### src/rtl/apb_master_bridge_pkg.sv
// Shared definitions for the APB master bridge: FSM encoding, timeout default and
// the GPIO slave register map used when driving commands at it.
package apb_master_bridge_pkg;

    typedef logic [1:0] apb_state_t;

    localparam apb_state_t APB_IDLE   = 2'd0;
    localparam apb_state_t APB_SETUP  = 2'd1;
    localparam apb_state_t APB_ACCESS = 2'd2;

    localparam int unsigned APB_TIMEOUT_DEFAULT = 16;

    // Counter is sized for the largest legal TIMEOUT (255).
    localparam int unsigned APB_TIMEOUT_CNT_W = 8;

    localparam logic [31:0] GPIO_DATA_OUT_OFS = 32'h0000_0000;
    localparam logic [31:0] GPIO_DIR_OFS      = 32'h0000_0004;
    localparam logic [31:0] GPIO_DATA_IN_OFS  = 32'h0000_0008;
    localparam logic [31:0] GPIO_IRQ_EN_OFS   = 32'h0000_000C;

endpackage

### src/rtl/apb_master_bridge_timeout.sv
// ACCESS-phase wait counter: cleared outside ACCESS, counts wait cycles, flags the
// last cycle that may still be waited before the transfer is aborted.
module apb_timeout_counter
    import apb_master_bridge_pkg::*;
#(
    parameter int unsigned WIDTH = APB_TIMEOUT_CNT_W,
    parameter int unsigned LIMIT = APB_TIMEOUT_DEFAULT
) (
    input  logic i_clk,
    input  logic i_rst,
    input  logic i_clear,
    input  logic i_enable,
    output logic o_expired
);

    logic [WIDTH-1:0] r_count;

    // Expired during the LIMIT-th wait cycle, so exactly LIMIT ACCESS cycles occur.
    assign o_expired = (r_count == WIDTH'(LIMIT - 1));

    always_ff @(posedge i_clk) begin
        if (i_rst || i_clear) begin
            r_count <= '0;
        end else if (i_enable && !o_expired) begin
            r_count <= r_count + 1'b1;
        end
    end

endmodule

### src/rtl/apb_master_bridge.sv
// Single-beat command to APB SETUP/ACCESS initiator with a held response channel
// and a pready timeout that aborts stalled transfers.
module apb_master_bridge
    import apb_master_bridge_pkg::*;
#(
    parameter int unsigned ADDR_W  = 32,
    parameter int unsigned DATA_W  = 32,
    parameter int unsigned TIMEOUT = APB_TIMEOUT_DEFAULT
) (
    input  logic              i_sysclk,
    input  logic              i_sysrst,
    input  logic              i_cmd_valid,
    output logic              o_cmd_ready,
    input  logic              i_cmd_write,
    input  logic [ADDR_W-1:0] i_cmd_addr,
    input  logic [DATA_W-1:0] i_cmd_wdata,
    output logic              o_rsp_valid,
    input  logic              i_rsp_ready,
    output logic [DATA_W-1:0] o_rsp_rdata,
    output logic              o_rsp_err,
    output logic              o_rsp_timeout,
    output logic [ADDR_W-1:0] o_paddr,
    output logic              o_psel,
    output logic              o_penable,
    output logic              o_pwrite,
    output logic [DATA_W-1:0] o_pwdata,
    input  logic [DATA_W-1:0] i_prdata,
    input  logic              i_pready,
    input  logic              i_pslverr
);

    apb_state_t        r_state;
    logic [ADDR_W-1:0] r_paddr;
    logic [DATA_W-1:0] r_pwdata;
    logic              r_pwrite;
    logic              r_psel;
    logic              r_penable;
    logic              r_rsp_valid;
    logic [DATA_W-1:0] r_rsp_rdata;
    logic              r_rsp_err;
    logic              r_rsp_timeout;

    logic w_cmd_ready;
    logic w_cmd_fire;
    logic w_in_access;
    logic w_expired;

    // No bypass: a pending response blocks new commands until it is consumed.
    assign w_cmd_ready = (r_state == APB_IDLE) && !r_rsp_valid;
    assign w_cmd_fire  = w_cmd_ready && i_cmd_valid;
    assign w_in_access = (r_state == APB_ACCESS);

    apb_timeout_counter #(
        .WIDTH (APB_TIMEOUT_CNT_W),
        .LIMIT (TIMEOUT)
    ) u_timeout (
        .i_clk     (i_sysclk),
        .i_rst     (i_sysrst),
        .i_clear   (!w_in_access),
        .i_enable  (w_in_access && !i_pready),
        .o_expired (w_expired)
    );

    always_ff @(posedge i_sysclk) begin
        if (i_sysrst) begin
            r_state       <= APB_IDLE;
            r_paddr       <= '0;
            r_pwdata      <= '0;
            r_pwrite      <= 1'b0;
            r_psel        <= 1'b0;
            r_penable     <= 1'b0;
            r_rsp_valid   <= 1'b0;
            r_rsp_rdata   <= '0;
            r_rsp_err     <= 1'b0;
            r_rsp_timeout <= 1'b0;
        end else begin
            if (r_rsp_valid && i_rsp_ready) begin
                r_rsp_valid <= 1'b0;
            end

            case (r_state)
                APB_IDLE: begin
                    if (w_cmd_fire) begin
                        r_paddr  <= i_cmd_addr;
                        r_pwdata <= i_cmd_wdata;
                        r_pwrite <= i_cmd_write;
                        r_psel   <= 1'b1;
                        r_state  <= APB_SETUP;
                    end
                end
                APB_SETUP: begin
                    r_penable <= 1'b1;
                    r_state   <= APB_ACCESS;
                end
                APB_ACCESS: begin
                    if (i_pready) begin
                        r_rsp_rdata   <= r_pwrite ? '0 : i_prdata;
                        r_rsp_err     <= i_pslverr;
                        r_rsp_timeout <= 1'b0;
                        r_rsp_valid   <= 1'b1;
                        r_psel        <= 1'b0;
                        r_penable     <= 1'b0;
                        r_state       <= APB_IDLE;
                    end else if (w_expired) begin
                        r_rsp_rdata   <= '0;
                        r_rsp_err     <= 1'b1;
                        r_rsp_timeout <= 1'b1;
                        r_rsp_valid   <= 1'b1;
                        r_psel        <= 1'b0;
                        r_penable     <= 1'b0;
                        r_state       <= APB_IDLE;
                    end
                end
                default: begin
                    r_psel    <= 1'b0;
                    r_penable <= 1'b0;
                    r_state   <= APB_IDLE;
                end
            endcase
        end
    end

    assign o_cmd_ready   = w_cmd_ready;
    assign o_rsp_valid   = r_rsp_valid;
    assign o_rsp_rdata   = r_rsp_rdata;
    assign o_rsp_err     = r_rsp_err;
    assign o_rsp_timeout = r_rsp_timeout;
    assign o_paddr       = r_paddr;
    assign o_psel        = r_psel;
    assign o_penable     = r_penable;
    assign o_pwrite      = r_pwrite;
    assign o_pwdata      = r_pwdata;

endmodule

### config.mk
export PLATFORM = sky130hd
export DESIGN_NAME = apb_master_bridge
export DESIGN_NICKNAME = d
export VERILOG_FILES = /design/src/rtl/apb_master_bridge_pkg.sv /design/src/rtl/apb_master_bridge_timeout.sv /design/src/rtl/apb_master_bridge.sv
export SDC_FILE = /design/constraint.sdc
export NUM_CORES = 1
export LEC_CHECK = 0
export ABC_AREA = 1
export BUFFER_PORTS_ARGS = -buffer_cell sky130_fd_sc_hd__buf_4
export CAP_MARGIN = 20
export CORE_MARGIN = 2
export CORE_UTILIZATION = 51
export DETAILED_ROUTE_END_ITERATION = 6
export PLACE_DENSITY_LB_ADDON = 0.12
export SLEW_MARGIN = 10
export SYNTH_ARGS = -nofsm -noshare
export SYNTH_HDL_FRONTEND = slang
export SYNTH_SLANG_ARGS = --single-unit
### constraint.sdc
create_clock -name i_sysclk -period 4 [get_ports i_sysclk]
set_clock_uncertainty 0.2 [all_clocks]
set_input_delay 0.6 -clock i_sysclk [delete_from_list [all_inputs] [get_ports i_sysclk]]
set_output_delay 0.6 -clock i_sysclk [all_outputs]
set_load 0.1 [all_outputs]
==> results of run 1 <==
==> worst min-delay path by stage <==
| stage | start | end | slack (ps) | cells past startpoint |
|---|---|---|---|---|
| 2_1_floorplan | u_timeout.r_count[0] | u_timeout.r_count[0] | 280 | 2 |
| 3_3_place_gp | o_rsp_timeout | o_rsp_timeout | 250 | 2 |
| 3_5_place_dp | o_paddr[11] | o_paddr[11] | 260 | 2 |
| 4_1_cts | i_cmd_addr[5] | o_paddr[5] | 260 | 3 |
| 5_1_grt | i_cmd_addr[25] | o_paddr[25] | 260 | 3 |
| 6_report | i_cmd_addr[25] | o_paddr[25] | 270 | 3 |
==> where the power goes <==
part,internal [µW],total [µW],switching [µW]
clock network,230,616,387
logic,222,919,698
registers,1180,1220,39.5
==> through the flow <==
| step | area, µm² | setup WS (ps) | total power (µW) |
|---|---|---|---|
| detailed placement | 6160 | 1490 | 2170 |
| global placement | 6140 | 1560 | 2150 |
| global route | 6340 | 1710 | 2870 |
| floorplan | 4660 | 1310 | 1940 |
| finish | 6340 | 1780 | 2760 |
| CTS | 6330 | 1470 | 2770 |
==> kinds of logic after synthesis <==
group / Yosys count / share of synthesized area
AO/OA/AOI/OAI: 81 / 0.0869
XOR/XNOR: 2 / 0.00376
adder cells (fa/ha/maj): 1 / 0.00268
buffers and inverters: 85 / 0.0856
flip-flops: 112 / 0.481
AND/OR/NAND/NOR: 385 / 0.340
==> sequential cells by signal (all words and copies together), names as in the netlist <==
name and count:
o_rsp_valid 1, o_rsp_err 1, o_paddr 32, u_timeout.r_count 8, o_pwdata 32, o_pwrite 1, o_rsp_timeout 1, r_state 2
o_penable 1, o_rsp_rdata 32, o_psel 1
==> critical path, cell delays in order (launching register included) <==
cell and delay [ps]:
dfxtp_1 340, nor2_1 160, inv_1 110, nor2_2 130, buf_4 310
==> cells in the mapped netlist (2+ instances only) <==
| library cell | n | area, µm² |
|---|---|---|
| nor2_2 | 2 | 12.5 |
| buf_6 | 4 | 45.0 |
| o21ai_0 | 6 | 30.0 |
| clkinv_1 | 2 | 7.51 |
| clkbuf_1 | 13 | 48.8 |
| nor2_1 | 109 | 409 |
| nand2_4 | 2 | 22.5 |
| a21oi_1 | 74 | 370 |
| nand2_2 | 2 | 12.5 |
| nand2_1 | 228 | 856 |
| buf_2 | 10 | 50.1 |
| xor2_1 | 2 | 17.5 |
| inv_1 | 44 | 165 |
| nand3_2 | 7 | 70.1 |
| dfxtp_1 | 112 | 2240 |
| nor2_4 | 2 | 22.5 |
| nand3_1 | 30 | 150 |
| buf_4 | 10 | 75.1 |
==> routing by layer <==
metal | vias up | track usage
met3 | 21 | 0.0787
met4 | 0 | 0.101
met2 | 169 | 0.431
met5 | - | 0
met1 | 2129 | 0.299
li1 | 2414 | -
==> area by class of cell <==
cell class | count | area [µm²]
inverters | 47 | 176
fillers | 732 | 2460
clock inverters | 6 | 42.5
flip-flops and latches | 112 | 2240
multi-input cells | 469 | 2030
repair buffers | 209 | 1590
well taps | 108 | 135
clock buffers | 10 | 128
==> impl_results.md, run 1 <==
- Status: completed
- Routed wl met3: 1080 µm
- Htree depth: 3
- Setup Fix Bufs, Post-CTS: 0
- Slew Limit Fails: 0
- Skew-Pair Late Insertion Delay: 380 ps
- CTS sink cnt: 112
- Post-route ant nets: 0
- Most frequent cells in the layout: nand2_1, buf_4, dfxtp_1, nor2_1, a21oi_1
- Post-Route WL: 12800 µm
- Global-route wire length before repair: 20500 µm
- CTS clock-pin slew for the worst setup and hold paths: 110 ps
- Setup Viol. Count Final: 0
- Die footprint: 0.00993 mm²
- Routed met2 length: 6310 µm
- R2r worst-path depth: 7
- Drt first pass iters: 4
- Required @ worst endpoint: 3200 ps
- Antenna Cells: 0
- WL/cell: 13.3 µm
- CTS resizes: 0
- Cells after synthesis: 666
- Max Cap Violations: 0
- Leakage: 0.00316 µW
- Final worst-path cycle share: 0.554
- Synthesized area per cell: 7.00 µm²
- CP endpoint: o_cmd_ready
- Setup TNS: 0 ps
- Worst reg-to-reg setup slack: 1900 ps
- Setup crit start kind: flop
- Area Overhead vs Synth: 36.0%
- Layout cells sized above 1: 0.285
- Syn_nets: 770
- Hpwl dp: 9090 µm
- Share of the yosys chip area belonging to registers: 0.481
- RR Endpoint: o_rsp_rdata[5]
- Grt total ovfl: 0
- Clock root buffer: clkbuf_8
- Asr flop ratio synth: 0
- Ports: 206
- Die X: 99.6 µm
- Commonest non-fill, non-tap cell in the layout: nand2_1
- Synthesized area: 0.00466 mm²
- Cts hold-fix bufs: 0
- Initial Utilization: 0.530
- Initial antenna violation count: 0
- Final Net Count: 952
- Number of synthesized register bits: 112
- Buffers added on ports: 205
- Largest net degree at the start of global routing: 70
- Fin util: 0.721
- Crit-path max FO: 3
- Row cnt: 34
- Hold slack: 265 ps
- Hold Fails Final Rpt: 0
- Worst Setup Path Type: reg2out
- Power per Cell Area: 435 mW/mm²
- DP Cell Count: 944
- Routability congestion estimate: 0.841
- Unique masters post-synth: 25
- RSZ-0062 raised after global routing: no
- Iteration-0 DRC Markers: 180
- DR vias/cell: 4.93
- Drt drc: 0
- Top sig layer: met4
- Core area: 0.00881 mm²
- Worst-margin pin slew: 949 ps
- CTS buffer count: 9
- WL met1: 5060 µm
- Synth Flop Type: dfxtp_1
- R2r startpoint: r_state[1]
- WP data arrival: 1420 ps
- Max Freq: 451 MHz
- Ys Warns: 0
- GRT Total Usage: 0.254
- Worst VDD drop: 248 µV
- Number of global-route vias before repair: 4507
- EDFF count, synth: 0
- Setup crit start: r_state[1]
- HP Class: in2reg
- Min Clock Period, post-route: 2220 ps
- Die H: 99.6 µm
- Clock buffer depth: 2
- Non-Filler Instances: 961
- TritonCTS clock tree: built
- Crit end category: output pin
- Via count: 4733
- Slew Limit Headroom: 0.366
(Power assumes the default switching activity.)
==> run 2, diff against run 1 <==
Settings changed: ABC_AREA 1 to 0, CORE_UTILIZATION 51 to 46.
Clock period 4 ns to 2.22 ns, I/O delays scaled along.
==> impl_results.md, run 2 <==
- Largest net degree at the start of global routing: 76 (was 70)
- Post-synth top cells: nand2_1, dfxtp_1, a21oi_1 (was nand2_1, dfxtp_1, nor2_1)
- Number of synthesized register bits: 112 (unchanged)
- Setup Viol. Count Final: 0 (unchanged)
- Cells after synthesis: 496 (was 666)
- Hold Fails Final Rpt: 0 (unchanged)
- Hold EP: o_paddr[4] (was o_paddr[25])
- Iteration-0 DRC Markers: 125 (was 180)
- GRT Max-Usage Layer: met2 (unchanged)
- Global-route wire length before repair: 18300 µm (was 20500 µm)
- WL/cell: 14.2 µm (was 13.3 µm)
- Worst-margin pin slew: 444 ps (was 949 ps)
- Die X: 100 µm (was 99.6 µm)
- WP data arrival: 2130 ps (was 1420 ps)
- Buffers added on ports: 205 (unchanged)
- Via count: 4069 (was 4733)
- XOR/XNOR share of the synthesized area: 0.00819 (was 0.00376)
- Simple-Gate Fraction of Synth Area: 0.228 (was 0.340)
- R2r worst-path depth: 5 (was 7)
- Core area: 0.00915 mm² (was 0.00881 mm²)
- CTS resizes: 0 (unchanged)
- Area leader, netlist: dfxtp_1 (unchanged)
- Most frequent cells in the layout: buf_4, nand2_1, dfxtp_1, a21oi_1, nand2b_1 (was nand2_1, buf_4, dfxtp_1, nor2_1, a21oi_1)
- Layout cells sized above 1: 0.333 (was 0.285)
- Met2 usage: 0.372 (was 0.431)
- Setup crit start kind: flop (unchanged)
- Min Clock Period, post-route: 2040 ps
- M3 GR Usage: 0.0610 (was 0.0787)
- CP cell instances: or4_4 > o21ai_4 > and2_4 > buf_4 > mux2i_1 (was nor2_1 > inv_1 > nor2_2 > buf_4)
- Share of the yosys chip area belonging to registers: 0.524 (was 0.481)
- Fin util: 0.698 (was 0.721)
- Post-Route WL: 11800 µm (was 12800 µm)
- Asr flop ratio synth: 0 (unchanged)
- Crit end category: flop (was output pin)
- Max Freq: 489 MHz
- Antenna Cells: 0 (unchanged)
- Setup Fix Bufs, Post-CTS: 0 (unchanged)
- DR vias/cell: 4.90 (was 4.93)
- Hold slack: 11.9 ps (was 265 ps)
- Max Cap Violations: 0 (unchanged)
- Unique masters post-synth: 30 (was 25)
- FF/Latch Area: 0.00225 mm² (was 0.00224 mm²)
- Clock root buffer: clkbuf_8 (unchanged)
- Synthesized area: 0.00428 mm² (was 0.00466 mm²)
- EDFF count, synth: 0 (unchanged)
- Drt drc: 0 (unchanged)
- CP max stage cell: or4_4 (was dfxtp_1)
- Hold path cells: 3 (unchanged)
- CTS sink cnt: 112 (unchanged)
- Most common cell in the synthesized netlist: nand2_1 (unchanged)
- Ports: 206 (unchanged)
- RSZ-0062 raised after global routing: no (unchanged)
- Top cell type's share of synthesized area: 0.524 (was 0.481)
- Adder-Cell Fraction of Synth Area: 0.00292 (was 0.00268)
- Final Net Count: 819 (was 952)
- Row cnt: 35 (was 34)
- GRT Total Usage: 0.225 (was 0.254)
- Slew Limit Fails: 0 (unchanged)
- Drt first pass iters: 5 (was 4)
- Final setup margin: 175 ps (was 1780 ps)
- Setup TNS: 0 ps (unchanged)
- Slew Limit Headroom: 0.704 (was 0.366)
- Multi-input gate area: 0.00184 mm² (was 0.00203 mm²)
- Htree depth: 3 (unchanged)
- Worst VDD drop: 453 µV (was 248 µV)
- Routability congestion estimate: 0.758 (was 0.841)
- Cts hold-fix bufs: 25 (was 0)
- Filler cells: 773 (was 732)
- Worst reg-to-reg setup slack: 180 ps (was 1900 ps)
- Leading post-synthesis cells by cell area: dfxtp_1, nand2_1, a21oi_1 (was dfxtp_1, nand2_1, nor2_1)
- CTS clock-pin slew for the worst setup and hold paths: 110 ps (about the same)
- Synthesized area per cell: 8.63 µm² (was 7.00 µm²)
- Mux contribution to synthesized area: 0.0772 (was 0)
- Worst Setup Path Type: reg2reg (was reg2out)
- Power per Cell Area: 726 mW/mm² (was 435 mW/mm²)
- CTS buffer count: 9 (unchanged)
- Post-Place Worst Slack: 211 ps (was 1490 ps)
- Hpwl dp: 7980 µm (was 9090 µm)
- Commonest non-fill, non-tap cell in the layout: buf_4 (was nand2_1)
- Skew-Pair Late Insertion Delay: 360 ps (was 380 ps)
- HP Class: in2reg (unchanged)
- Crit-path max cell delay: 600 ps (was 340 ps)
- Initial antenna violation count: 0 (unchanged)
- TritonCTS clock tree: built (unchanged)
- Ys Warns: 0 (unchanged)
- Post-route ant nets: 0 (unchanged)
- Number of global-route vias before repair: 3912 (was 4507)
- Synth Flop Type: dfxtp_1 (unchanged)
- Final worst-path cycle share: 0.921
- Min-delay src: i_cmd_addr[4] (was i_cmd_addr[25])
- R2r startpoint: u_timeout.r_count[7] (was r_state[1])
- Post-synthesis compound-gate area fraction: 0.107 (was 0.0869)
- Die H: 100 µm (was 99.6 µm)
- Clock buffer depth: 2 (unchanged)
- Crit-path max FO: 10 (was 3)
- Main combinational cell family by area after synthesis: simple AND/OR/NAND/NOR gates (unchanged)
- GRT met1 Usage: 0.274 (was 0.299)
- Area Overhead vs Synth: 49.3% (was 36.0%)
- Initial Utilization: 0.468 (was 0.530)
- Status: completed (unchanged)
- Leakage: 0.00277 µW (was 0.00316 µW)
- Syn_nets: 600 (was 770)
- Required @ worst endpoint: 2310 ps (was 3200 ps)
- Die footprint: 0.0101 mm² (was 0.00993 mm²)
- Grt total ovfl: 0 (unchanged)
- RR Endpoint: o_rsp_rdata[30] (was o_rsp_rdata[5])
## run 2: cell count changes after synthesis, moves of 10 or more
cell      delta
buf_4       -10
clkbuf_1    +12
inv_1       -42
mux2i_1     +33
nand2_1     -65
nand2b_1    +35
nand3_1     -30
nor2_1      -98
## run 2: worst max-delay path, delay by kind of cell, from the launching register on
kind	cells	cell delay [ps]
AO/OA/AOI/OAI	1	170
buffers and inverters	1	180
flip-flops	1	340
multiplexers	1	190
AND/OR/NAND/NOR	2	890
## run 2: cell type report
cell class,count,share of cell area
Clock buffer,11,0.0237
Clock inverter,5,0.00607
Inverter,2,0.00118
Multi-Input combinational cell,346,0.287
Sequential cell,112,0.352
Tap cell,111,0.0217
Timing Repair Buffer,244,0.308
## run 2: through the flow
stage / cell area [µm²] / std cells / power [µW]
2_1_floorplan: 4370 / 496 / 3140
3_3_place_gp: 5900 / 785 / 3460
3_5_place_dp: 5900 / 785 / 3470
4_1_cts: 6340 / 826 / 4670
5_1_grt: 6390 / 831 / 4840
6_report: 6390 / 831 / 4640
## run 2: logic make-up (layout without fill, tap and decap cells)
| kind of cell | after synthesis | after routing |
|---|---|---|
| AOI/OAI and AO/OA | 84 | 84 |
| xor gates and xnor gates | 4 | 4 |
| adders and majority gates | 1 | 1 |
| buffers and inverters | 38 | 262 |
| DFF | 112 | 112 |
| muxes | 33 | 33 |
| and+or+nand+nor | 224 | 224 |
## run 2: layer usage
metal | up-vias | share of wire
li1 | 2046 | -
met1 | 1817 | 0.41
met2 | 179 | 0.48
met3 | 27 | 0.075
met4 | 0 | 0.031
met5 | - | 0
## run 2: how the worst max path moves through the flow
stage / start / to / slack (ps) / cells past startpoint
finish: u_timeout.r_count[7] / o_rsp_rdata[30] / 180 / 5
global route: u_timeout.r_count[7] / o_rsp_rdata[18] / 80 / 5
CTS: u_timeout.r_count[7] / o_rsp_rdata[30] / 160 / 5
detailed placement: u_timeout.r_count[4] / o_rsp_rdata[18] / 210 / 5
global placement: u_timeout.r_count[7] / o_rsp_rdata[21] / 260 / 5
floorplan: o_rsp_valid / o_pwrite / -100 / 6
## run 2: where the power goes
part           total [µW]  switching, µW  internal (µW)
combinational        1320            945            374
clock                1160            686            477
sequential           2150           51.9           2100
